### src/rtl/field_row_clear.sv
`default_nettype none
// ---------------------------------------------------------------------------
// field_row_clear: removes full rows from a 10x10 field and scores them.
// FIELD_VSYNC_PUBLISH_EN: publish oField on an iVS falling edge while idle.
// Revision: 1.0
// ---------------------------------------------------------------------------
module field_row_clear (
  input  logic        iCLK,
  input  logic        iRST,
  input  logic        iStart,
  input  logic [0:99] iField,
  input  logic        iVS,
  output logic [0:99] oField,
  output logic [31:0] oScore,
  output logic        oBusy,
  output logic        oDone,
  output logic [3:0]  oRows
);

  localparam logic [1:0] S_IDLE = 2'd0;
  localparam logic [1:0] S_SCAN = 2'd1;
  localparam logic [1:0] S_DONE = 2'd2;
  localparam logic [3:0] LAST_ROW = 4'd9;

  logic [1:0]  state_q, state_d;
  logic [0:99] field_q, field_d;
  logic [0:99] ofield_q, ofield_d;
  logic [3:0]  row_q, row_d;
  logic [3:0]  k_q, k_d;
  logic [3:0]  rows_q, rows_d;
  logic [31:0] score_q, score_d;

  logic [6:0]  row_base;
  logic        row_full;
  logic [31:0] points;
  logic [32:0] score_sum;

`ifdef FIELD_VSYNC_PUBLISH_EN
  logic vs_q, vs_d;
  logic vs_fall;
  assign vs_d    = iVS;
  assign vs_fall = vs_q & ~iVS;
`else
  logic vs_unused;
  assign vs_unused = iVS;
`endif

  assign row_base = {3'b000, row_q} * 7'd10;
  assign row_full = &field_q[row_base +: 10];

  always_comb begin
    case (k_q)
      4'd0:    points = 32'd0;
      4'd1:    points = 32'd10;
      4'd2:    points = 32'd30;
      4'd3:    points = 32'd60;
      default: points = 32'd100;
    endcase
    score_sum = {1'b0, score_q} + {1'b0, points};
  end

  always_ff @(posedge iCLK) begin
    if (iRST) begin
      state_q  <= S_IDLE;
      field_q  <= '0;
      ofield_q <= '0;
      row_q    <= '0;
      k_q      <= '0;
      rows_q   <= '0;
      score_q  <= '0;
`ifdef FIELD_VSYNC_PUBLISH_EN
      vs_q     <= 1'b1;
`endif
    end else begin
      state_q  <= state_d;
      field_q  <= field_d;
      ofield_q <= ofield_d;
      row_q    <= row_d;
      k_q      <= k_d;
      rows_q   <= rows_d;
      score_q  <= score_d;
`ifdef FIELD_VSYNC_PUBLISH_EN
      vs_q     <= vs_d;
`endif
    end
  end

  always_comb begin
    state_d = state_q;
    case (state_q)
      S_IDLE:  if (iStart) state_d = S_SCAN;
      S_SCAN:  if (!row_full && (row_q == 4'd0)) state_d = S_DONE;
      S_DONE:  state_d = S_IDLE;
      default: state_d = S_IDLE;
    endcase
  end

  always_comb begin
    field_d = field_q;
    row_d   = row_q;
    k_d     = k_q;
    rows_d  = rows_q;
    score_d = score_q;
    case (state_q)
      S_IDLE: begin
        if (iStart) begin
          field_d = iField;
          row_d   = LAST_ROW;
          k_d     = 4'd0;
        end
      end
      S_SCAN: begin
        if (row_full) begin
          // Drop row r: every row above it moves down one, an empty row enters at the top.
          for (int j = 1; j < 10; j++) begin
            if (4'(j) <= row_q) field_d[10*j +: 10] = field_q[10*(j-1) +: 10];
          end
          field_d[0 +: 10] = '0;
          k_d = k_q + 4'd1;
        end else if (row_q != 4'd0) begin
          row_d = row_q - 4'd1;
        end else begin
          rows_d  = k_q;
          score_d = score_sum[32] ? 32'hFFFF_FFFF : score_sum[31:0];
        end
      end
      default: ;
    endcase
  end

  always_comb begin
    ofield_d = ofield_q;
`ifdef FIELD_VSYNC_PUBLISH_EN
    if (vs_fall && (state_q == S_IDLE)) ofield_d = field_q;
`else
    if (state_q == S_DONE) ofield_d = field_q;
`endif
  end

  always_comb begin
    oBusy  = (state_q != S_IDLE) && !iRST;
    oDone  = (state_q == S_DONE) && !iRST;
    oField = ofield_q;
    oScore = score_q;
    oRows  = rows_q;
  end

endmodule
`default_nettype wire

### config.mk
export PLATFORM = sky130hd
export DESIGN_NAME = field_row_clear
export DESIGN_NICKNAME = d
export VERILOG_FILES = /design/src/rtl/field_row_clear.sv
export SDC_FILE = /design/constraint.sdc
export NUM_CORES = 1
export LEC_CHECK = 0
export CORE_ASPECT_RATIO = 0.6
export CORE_UTILIZATION = 58
export CTS_CLUSTER_SIZE = 40
export DETAILED_ROUTE_END_ITERATION = 10
export HOLD_SLACK_MARGIN = 0.03
export PLACE_DENSITY = 0.95
export RECOVER_POWER = 100
export SYNTH_ARGS = -nofsm -noshare
export SYNTH_HDL_FRONTEND = slang
export SYNTH_SLANG_ARGS = --single-unit
export TNS_END_PERCENT = 1
### constraint.sdc
create_clock -name iCLK -period 8 [get_ports iCLK]
set_input_delay 1.2 -clock iCLK [delete_from_list [all_inputs] [get_ports iCLK]]
set_output_delay 1.2 -clock iCLK [all_outputs]
set_load 0.02 [all_outputs]
==> flow_summary.toml <==
[critical_path]
crit_buf_inv = 1
crit_arrival_ns = 6.60
crit_type = "reg -> reg"
crit_path_start = "row_q[0]$_SDFFE_PP0P_"
endpoint_kind = "flop"
cp_max_fo = 45
critPathMaxStageDelay_ns = 1.79
critPathTopFamily = "compound AO/OA/AOI/OAI gates"
cp_common_cell = "a221oi_1"
cp-start-kind = "flop"
rr_worst_depth = 10
cpMaxStageDelayCell = "o211ai_1"
crit_required_ns = 8.41
crit_chain = "ha_1 > buf_4 > nand2_1 > o22ai_1 > o21ai_0 > a221oi_1 > a22oi_2 > o211ai_1 > o21ai_2 > a221oi_1"
cp_num_cells = 10
r2r-start = "row_q[0]$_SDFFE_PP0P_"

[worst_hold_path]
hold_path.class = "reg -> reg"
hp-start = "oField[77]$_SDFFE_PP0N_"
min_path_cells = 2

[routing]
vias = 13900
detail-route-antenna-nets = 0
route.detailed.drc = 0
routedWlPerCell_um = 21.5
viasPerCell = 6.67
drtPass1Iterations = 7
detail_route.wirelength_um = 44700
drt-initial-drc-count = 2140

[pwr]
ir_drop_uv = 177
power_per_cell_area_nw_per_um2 = 212
p_leak_nw = 6.31

[timing]
timing.hold.ws_ns = 0.451
hold_viol_final = 0
tightest_slew_ns = 3.41
slew_viol_final = 304
skew_ns = 0.0152
min_period_over_period = 0.773
maxSlewHeadroom = -1.28
tns_ns = 0
fin_crit_ns = 6.18
rsz0062_at_grt = "no"
setup_viol = 0
fmax_mhz = 162

[cts]
cts_hold_buf = 0
cts_root_buffer = "clkbuf_16"
post_cts_buffers = 0
cts_tree = "done"
clock-sinks = 246
postCtsResizedCells = 0
clk_latency_ns = 0.53
cts_buffers = 23
cts_htree_levels = 1
clk_pin_slew_worst_paths_ns = 0.07
clk_path_buf_depth = 3

[yosys]
yosysUniqueCellTypes = 86
syn_inst = 1611
synth_edf_count = 0
synth_top_family_by_area = "compound AO/OA/AOI/OAI gates"
synth_area_um2 = 13600
ys_ff_latch = 246
synth_compound_area_frac = 0.231
synth-async-reset-ratio = 0
syn_nets = 1734
ys.flop_type = "dfxtp_1"
synth_area_per_cell_um2 = 8.42
ys_warn_count = 0
synth_fa_ha_area_frac = 0.0186
synthMuxAreaShare = 0.138
synthXorXnorAreaFrac = 0.00258
yosysSeqAreaShare = 0.363
synthSimpleGateAreaFrac = 0.191

[status]
violations = "max-capacitance violations, max-slew violations"
outcome = "complete, but fails checks"

[grt]
antenna_found_initial = 2
grt_pass1_vias = 12900
grt_pass1_wl_um = 70000
grt_max_degree = 98
grt_use_total = 0.364
overflow = 0

[floorplanning]
fp.dieH_um = 120
die_area_um2 = 24000
die_w_um = 199
initial_core_util = 0.603
io_pins = 242
rows = 42
core-area_um2 = 22500

[place]
place.gp.congestion = 0.930
dp_hpwl_um = 30300
port_buffers = 240

[finish]
final_nets = 1883
syn_to_final_growth_pct = 22.5
antenna_cells = 0
fillers = 1666
final_layout_size_suffix_gt1_frac = 0.0952

[run]
maxCapViolations = 7
==> cells in the mapped netlist (3+ instances only) <==
| cell type | instances | area share |
|---|---|---|
| mux4_2 | 27 | 0.045 |
| o21ai_0 | 37 | 0.014 |
| and2_1 | 5 | 0.0023 |
| o221a_2 | 4 | 0.0033 |
| a221oi_1 | 13 | 0.0084 |
| o211ai_1 | 18 | 0.010 |
| nor3_1 | 17 | 0.0063 |
| nor2_1 | 74 | 0.020 |
| o31ai_1 | 4 | 0.0022 |
| buf_1 | 7 | 0.0019 |
| a311oi_1 | 19 | 0.012 |
| mux2_2 | 29 | 0.024 |
| and3_1 | 14 | 0.0065 |
| nor3b_1 | 11 | 0.0061 |
| a21oi_1 | 189 | 0.070 |
| nor4_1 | 3 | 0.0014 |
| nand2_1 | 313 | 0.087 |
| a31oi_1 | 18 | 0.0083 |
| a21o_1 | 5 | 0.0028 |
| o311ai_0 | 3 | 0.0019 |
| nand3b_1 | 5 | 0.0028 |
| a22o_1 | 11 | 0.0071 |
| o32ai_1 | 3 | 0.0019 |
| buf_6 | 9 | 0.0075 |
| or4_1 | 3 | 0.0017 |
| nand3_1 | 53 | 0.020 |
| buf_2 | 16 | 0.0059 |
| or2_2 | 14 | 0.0065 |
| o221ai_1 | 3 | 0.0019 |
| a41oi_1 | 3 | 0.0019 |
| nor2b_1 | 33 | 0.015 |
| a31o_2 | 21 | 0.014 |
| ha_1 | 17 | 0.016 |
| mux2i_1 | 90 | 0.066 |
| nand4b_1 | 3 | 0.0019 |
| nand2b_1 | 7 | 0.0032 |
| a211oi_1 | 53 | 0.029 |
| o221a_1 | 6 | 0.0050 |
| buf_4 | 12 | 0.0066 |
| clkbuf_1 | 87 | 0.024 |
| dfxtp_1 | 246 | 0.36 |
| nand4_1 | 13 | 0.0060 |
| o22ai_1 | 5 | 0.0023 |
| inv_1 | 33 | 0.0091 |
==> metal layers <==
metal	up-vias	share of wire	wire, um	track usage
met3	159	0.13	5760	0.0842
li1	6170	-	-	-
met5	-	0.00054	24	0
met2	998	0.42	19000	0.538
met4	4	0.029	1310	0.102
met1	6579	0.42	18700	0.529
==> power by group <==
part | switching (mW) | total (mW) | internal, mW
logic | 0.482 | 0.847 | 0.365
registers | 0.200 | 1.51 | 1.31
clock network | 0.495 | 1.16 | 0.664
total | 1.18 | 3.52 | 2.34
==> cell families after synthesis <==
kind of cell,count (synthesis)
muxes,148
and+or+nand+nor,575
DFF,246
xor gates and xnor gates,4
AOI/OAI and AO/OA,453
adders and majority gates,19
buffers and inverters,166
==> stage by stage <==
stage	instance area, um^2	utilization	setup slack, ns	cells	power [mW]
2_1_floorplan	13600	-	4.36	1611	2.08
3_3_place_gp	15900	0.706	3.40	2043	2.31
3_5_place_dp	15900	0.706	3.20	2043	2.35
4_1_cts	16700	0.741	3.11	2084	3.49
5_1_grt	16600	0.739	1.54	2084	3.64
6_report	16600	0.739	1.82	2084	3.52
==> final timing paths <==
kind                              endpoint  slack [ns]
setup / recovery  field_q[29]$_SDFFE_PP0P_        1.82
hold / removal     oField[77]$_SDFFE_PP0N_        0.45
setup reg to reg  field_q[29]$_SDFFE_PP0P_        1.82
hold reg to reg    oField[77]$_SDFFE_PP0N_        0.45
==> sequential cells by signal (all words and copies together) (netlist names) <==
name / cells
oScore: 32
state_q: 2
oRows: 4
field_q: 100
oField: 100
row_q: 4
k_q: 4
==> layout make-up <==
type,instances,area (um^2),share of cell area
clock buffer,30,642,0.0386
clock inverter,11,138,0.00828
inverter,35,131,0.00791
multi-input combinational,1199,7890,0.475
sequential,246,4930,0.297
tap,308,385,0.0232
timing repair buffer,255,2500,0.151
==> tightest hold or removal path: stages (launching register included) <==
cell	delay, ns
dfxtp_1	0.31
nand2_1	0.05
a21oi_1	0.05
==> cell usage in the layout (no fill, tap or decap), types with 4 or more instances in the layout <==
master           synthesis  routed
a211oi_1                53      53
a21o_1                   5       5
a21oi_1                189     189
a221oi_1                13      13
a22o_1                  11      11
a311oi_1                19      19
a31o_2                  21      21
a31oi_1                 18      18
and2_1                   5       5
and3_1                  14      14
buf_4                   12      12
clkbuf_1                87       6
clkbuf_16                0      23
clkbuf_8                 0       4
clkdlybuf4s50_1          0     103
clkinv_2                 0       5
dfxtp_1                246     244
dlygate4sd3_1            0     136
ha_1                    17      17
inv_1                   33      33
mux2_2                  29      29
mux2i_1                 90      90
mux4_2                  27      27
nand2_1                313     313
nand2b_1                 7       6
nand3_1                 53      53
nand3b_1                 5       5
nand4_1                 13      13
nor2_1                  74      74
nor2b_1                 33      32
nor3_1                  17      17
nor3b_1                 11      11
o211ai_1                18      19
o21ai_0                 37      37
o221a_1                  6       6
o221a_2                  4       4
o22ai_1                  5       5
o31ai_1                  4       4
or2_2                   14      14
Power figures use the tool's default switching activity.
